[src/rtl/ask_tx_scheduler.sv]
// ASK modulator frame scheduler: 4-entry byte FIFO, preamble + MSB-first serialiser, inter-frame gap.
// Define ASK_TX_PARITY_EN to append an even-parity symbol after every data byte.
module ask_tx_scheduler #(
    parameter int unsigned SYM_DIV  = 512,
    parameter logic [7:0]  PREAMBLE = 8'hAA,
    parameter int unsigned GAP_SYM  = 2
) (
    input  logic       clk_,
    input  logic       reset_n,
    input  logic       s_valid,
    input  logic [7:0] s_data,
    output logic       s_ready,
    output logic       tx_bit,
    output logic       tx_en,
    output logic       sym_tick,
    output logic       busy,
    output logic [2:0] fifo_cnt
);

    typedef enum logic [2:0] {
        ST_IDLE = 3'd0,
        ST_PRE  = 3'd1,
        ST_DATA = 3'd2,
`ifdef ASK_TX_PARITY_EN
        ST_PAR  = 3'd3,
`endif
        ST_GAP  = 3'd4
    } state_t;

    localparam logic [15:0] SYM_LAST = 16'(SYM_DIV - 1);
    localparam logic [3:0]  GAP_LAST = 4'(GAP_SYM - 1);

    logic [7:0] mem_q [4];
    logic [1:0] wr_ptr_q;
    logic [1:0] rd_ptr_q;
    logic [2:0] cnt_q;
    logic [2:0] cnt_d;
    logic       s_ready_q;
    logic       push;
    logic       pop;
    logic [7:0] head;

    state_t      state_q;
    logic [15:0] sym_cnt_q;
    logic [2:0]  bit_cnt_q;
    logic [3:0]  gap_cnt_q;
    logic [7:0]  shift_q;
`ifdef ASK_TX_PARITY_EN
    logic        par_q;
`endif
    logic        tx_bit_q;
    logic        tx_en_q;
    logic        sym_tick_q;
    logic        busy_q;

    logic sym_end;
    logic byte_end;
    logic fifo_nempty;

    assign push        = s_valid && s_ready_q;
    assign head        = mem_q[rd_ptr_q];
    assign sym_end     = (sym_cnt_q == SYM_LAST);
    assign byte_end    = sym_end && (bit_cnt_q == 3'd0);
    assign fifo_nempty = (cnt_q != 3'd0);

    // The FIFO head is popped on the same edge that loads it into the shifter.
    always_comb begin
        pop = 1'b0;
        case (state_q)
            ST_PRE:  pop = byte_end && fifo_nempty;
`ifdef ASK_TX_PARITY_EN
            ST_PAR:  pop = sym_end && fifo_nempty;
`else
            ST_DATA: pop = byte_end && fifo_nempty;
`endif
            default: pop = 1'b0;
        endcase
    end

    always_comb begin
        cnt_d = cnt_q + {2'b00, push} - {2'b00, pop};
    end

    always_ff @(posedge clk_ or negedge reset_n) begin
        if (!reset_n) begin
            wr_ptr_q  <= '0;
            rd_ptr_q  <= '0;
            cnt_q     <= '0;
            s_ready_q <= 1'b1;
        end else begin
            if (push) wr_ptr_q <= wr_ptr_q + 2'd1;
            if (pop)  rd_ptr_q <= rd_ptr_q + 2'd1;
            cnt_q     <= cnt_d;
            s_ready_q <= (cnt_d != 3'd4);
        end
    end

    always_ff @(posedge clk_) begin
        if (push) mem_q[wr_ptr_q] <= s_data;
    end

    always_ff @(posedge clk_ or negedge reset_n) begin
        if (!reset_n) begin
            state_q    <= ST_IDLE;
            sym_cnt_q  <= '0;
            bit_cnt_q  <= '0;
            gap_cnt_q  <= '0;
            shift_q    <= '0;
`ifdef ASK_TX_PARITY_EN
            par_q      <= 1'b0;
`endif
            tx_bit_q   <= 1'b0;
            tx_en_q    <= 1'b0;
            sym_tick_q <= 1'b0;
            busy_q     <= 1'b0;
        end else begin
            sym_tick_q <= 1'b0;
            if (state_q != ST_IDLE) begin
                sym_cnt_q <= sym_end ? 16'd0 : sym_cnt_q + 16'd1;
            end
            if (pop) begin
                state_q    <= ST_DATA;
                shift_q    <= head;
                bit_cnt_q  <= 3'd7;
                tx_bit_q   <= head[7];
                sym_tick_q <= 1'b1;
`ifdef ASK_TX_PARITY_EN
                par_q      <= ^head;
`endif
            end else begin
                case (state_q)
                    ST_IDLE: begin
                        if (fifo_nempty) begin
                            state_q    <= ST_PRE;
                            shift_q    <= PREAMBLE;
                            bit_cnt_q  <= 3'd7;
                            tx_en_q    <= 1'b1;
                            tx_bit_q   <= PREAMBLE[7];
                            sym_tick_q <= 1'b1;
                            busy_q     <= 1'b1;
                        end
                    end
                    ST_PRE, ST_DATA: begin
                        if (sym_end) begin
                            if (bit_cnt_q != 3'd0) begin
                                bit_cnt_q  <= bit_cnt_q - 3'd1;
                                tx_bit_q   <= shift_q[bit_cnt_q - 3'd1];
                                sym_tick_q <= 1'b1;
                            end
`ifdef ASK_TX_PARITY_EN
                            else if (state_q == ST_DATA) begin
                                state_q    <= ST_PAR;
                                tx_bit_q   <= par_q;
                                sym_tick_q <= 1'b1;
                            end
`endif
                            else begin
                                state_q   <= ST_GAP;
                                tx_en_q   <= 1'b0;
                                tx_bit_q  <= 1'b0;
                                gap_cnt_q <= 4'd0;
                            end
                        end
                    end
`ifdef ASK_TX_PARITY_EN
                    ST_PAR: begin
                        if (sym_end) begin
                            state_q   <= ST_GAP;
                            tx_en_q   <= 1'b0;
                            tx_bit_q  <= 1'b0;
                            gap_cnt_q <= 4'd0;
                        end
                    end
`endif
                    ST_GAP: begin
                        if (sym_end) begin
                            if (gap_cnt_q == GAP_LAST) begin
                                state_q <= ST_IDLE;
                                busy_q  <= 1'b0;
                            end else begin
                                gap_cnt_q <= gap_cnt_q + 4'd1;
                            end
                        end
                    end
                    default: state_q <= ST_IDLE;
                endcase
            end
        end
    end

    assign s_ready  = s_ready_q;
    assign fifo_cnt = cnt_q;
    assign tx_bit   = tx_bit_q;
    assign tx_en    = tx_en_q;
    assign sym_tick = sym_tick_q;
    assign busy     = busy_q;

endmodule

[config.mk]
export PLATFORM = sky130hd
export DESIGN_NAME = ask_tx_scheduler
export DESIGN_NICKNAME = d
export VERILOG_FILES = /design/src/rtl/ask_tx_scheduler.sv
export SDC_FILE = /design/constraint.sdc
export NUM_CORES = 1
export LEC_CHECK = 0
export CAP_MARGIN = 5
export CELL_PAD_IN_SITES_DETAIL_PLACEMENT = 0
export CELL_PAD_IN_SITES_GLOBAL_PLACEMENT = 1
export CORE_ASPECT_RATIO = 0.6
export CORE_MARGIN = 2
export CORE_UTILIZATION = 44
export DETAILED_ROUTE_END_ITERATION = 10
export DONT_BUFFER_PORTS = 1
export PLACE_DENSITY = 0.76
export SLEW_MARGIN = 20
export SYNTH_ARGS = -nofsm -noshare
export SYNTH_HDL_FRONTEND = slang
export SYNTH_SLANG_ARGS = --single-unit
[constraint.sdc]
create_clock -name clk_ -period 4.5 [get_ports clk_]
set_input_delay 0.675 -clock clk_ [delete_from_list [all_inputs] [get_ports clk_]]
set_output_delay 0.675 -clock clk_ [all_outputs]
set_load 0.02 [all_outputs]
==> impl_results.md <==
* Skew final at 0.00583 ns
* Area grow syn2layout at 9.32%
* Critical path, cell by cell: or4b_4 > or3_1 > or4_4 > inv_2 > ha_1 > inv_1 > ha_1 > fa_1 > nor2_1 > nand2_1
* Final worst path period share at 77.4%
* Layout cells sized above 1 at 17.2%
* Crit-path max cell delay at 0.73 ns
* Post-synth net total at 313
* Antenna Nets Post-Route at 0
* Hold buffers post-CTS at 0
* Via count at 2155
* Nets at 314
* Synthesis Warnings at 0
* Clock latency on the worst-skew pair at 0.34 ns
* Core area at 7980 um2
* Clock Pin Slew Worst Setup and Hold Paths at 0.06 ns
* Tot Pwr at 1.72 mW
* CTS buffer count at 9
* Gp weighted congestion at 0.773
* RSZ-0062 raised after global routing: false
* PortBufs at 0
* Vias in the first global route at 2068
* Most instantiated library cell after synthesis: dfrtp_1
* Status: completed
* Final Slew Violations at 0
* Die Ht at 74.8 um
* Reg2Reg Setup Slack at 1.02 ns
* VDD IR max at 0.195 mV
* CP delay by family, top: simple AND/OR/NAND/NOR gates
* Post-CTS Setup Inserts at 0
* Hold crit path type: in2async
* Slew @ Worst Pin at 0.733 ns
* Critical Path AT at 3.76 ns
* Die ar. at 9130 um2
* Initial Util at 46.1%
* Max layer used: met4
* Largest net degree at the start of global routing at 47
* I/O pin total at 19
* Clock root buffer: clkbuf_16
* Max cap viols at 0
* Crit start category: flip-flop
* Top post-synthesis cells by area: dfrtp_1 31%, edfxtp_1 26%, mux4_2 7.3%, ha_1 3.7%, nor2_1 3.2%
* Leakage at 1.58 nW
* WL met1 at 3.50 mm
* Mean Syn Cell Area at 12.7 um2
* Post-synth top area share at 30.6%
* FP Rows at 25
* CP endpoint kind: flip-flop
* Hold slack at 0.0228 ns
* Minimum clock period at 3.48 ns
* Post-synth EDFFs at 32
* CP Buf/Inv Count at 2
* Slew Limit Headroom at 50.7%
* Setup ws final at 1.02 ns
* Cell variety after synth at 52
* Met3 routed WL at 409 um
* CTS H-tree depth at 3
* Synthesized flop and latch total at 78
* PwrDens at 427 nW/um2
* Drt pass-1 iters at 4
* Setup violations, final at 0
* Post-cts resize count at 0
* Total track usage at 16.4%
* Setup TNS at 0 ns
* Syn Inst Count at 290
* Worst Path Max Fanout at 18
* Cell area after synthesis at 3680 um2
* Global route overflow at 0
* Vias per inst at 5.33
* Fraction of registers with async set/reset at 59.0%
* TritonCTS clock tree: built
* Avg WL per Cell at 16.1 um
* Post-DP HPWL at 4.63 mm
* CP max stage cell: or4_4
* Kind of critical path: reg2reg
* Pre-CTS setup slack at 1.02 ns
* Cell mode on critical path: ha_1
* Die W at 122 um
* Top FF cell, synth: dfrtp_1
* First-pass GRT wire length at 10.9 mm
* Initial antenna violation count at 0
* Fmax at 287 MHz
* Synth area leader: dfrtp_1
* Clock Sinks at 78
* Starting DRT DRC Count at 117
* WL met2 at 2.52 mm
* Synth top cells by count: 45 x dfrtp_1, 32 x edfxtp_1, 31 x nor2_1, 20 x nand2_1
* Hold Vio Cnt, Final at 0
* Register area share after synthesis at 57.5%
* Ant. Diodes at 0
* Longest Clk Path Bufs at 2
* CP Data Required Time at 4.77 ns
* Routed wire length at 6.52 mm
* DRC at 0
## area by class of cell
| type | count | area (um2) |
|---|---|---|
| Fill cell | 696 | 3960 |
| Sequential cell | 78 | 2110 |
| Multi-Input combinational cell | 187 | 1440 |
| Clock buffer | 9 | 225 |
| Tap cell | 108 | 135 |
| Inverter | 14 | 52.6 |
| Clock inverter | 7 | 48.8 |
| Timing Repair Buffer | 1 | 7.51 |
## cells in the final DEF, fill, tap and decap left out, types with 3 or more instances in the layout
master       n
xnor2_1     13
ha_1        11
nand3_1     12
nor2_1      31
xor2_1       5
a21oi_2      4
nand2_1     20
a21oi_1      6
a21o_1       3
nor3_1      10
nor4_1       4
and3_1       7
clkbuf_16    9
mux4_2      12
edfxtp_1    32
or3_1        4
clkinvlp_4   3
o21ai_0      6
inv_1       13
dfrtp_1     45
o21ai_2      4
nand2b_1     3
## worst reg2reg max path: cells and delay by family (launching register included)
kind	cells	cell delay, ns
adder cells (fa/ha/maj)	3	0.80
buffers and inverters	2	0.18
flip-flops	1	0.41
AND/OR/NAND/NOR	5	2.02
## registers in the layout (all words and copies together) (netlist names)
name       flops
fifo_cnt       3
state_q        3
gap_cnt_q      4
tx_en          1
shift_q        8
sym_tick       1
sym_cnt_q     16
mem_q         32
s_ready        1
busy           1
tx_bit         1
wr_ptr_q       2
rd_ptr_q       2
bit_cnt_q      3
## path summary, 6_finish.rpt
check,start,end,cells past startpoint
setup / recovery,sym_cnt_q[9],s_ready,10
min in group clk_,s_data[2],mem_q[1][2],0
max in group asynchronous,reset_n,s_ready,0
hold / removal,reset_n,sym_cnt_q[12],0
hold reg to reg,sym_cnt_q[15],sym_cnt_q[15],1
setup reg to reg,sym_cnt_q[9],s_ready,10
## metal layers
layer	up-vias	GRT usage (%)
li1	1045	-
met1	1063	24.9
met2	38	20.4
met3	9	7.42
met4	0	5.75
met5	-	0
## power breakdown
group	leakage (nW)	switching [mW]	internal, mW	total, mW
clock network	0.126	0.290	0.374	0.664
logic	0.597	0.0939	0.0631	0.157
registers	0.854	0.0660	0.831	0.897
total	1.58	0.450	1.27	1.72
## metrics by stage
step | cells | util (%) | cell area (um2)
after floorplan | 290 | - | 3680
after global placement | 388 | 47.0 | 3750
after detailed placement | 388 | 47.0 | 3750
after CTS | 404 | 50.4 | 4020
after global routing | 404 | 50.4 | 4020
final | 404 | 50.4 | 4020
## logic make-up (layout without fill, tap and decap cells)
logic type	Yosys count	after routing	share of synthesized area [%]
xor gates and xnor gates	20	20	5.17
buffers and inverters	25	31	3.44
adders and majority gates	12	12	4.29
muxes	14	14	7.93
and+or+nand+nor	106	106	14.5
DFF	78	78	57.5
AOI/OAI and AO/OA	35	35	7.25
(Power assumes the default switching activity.)
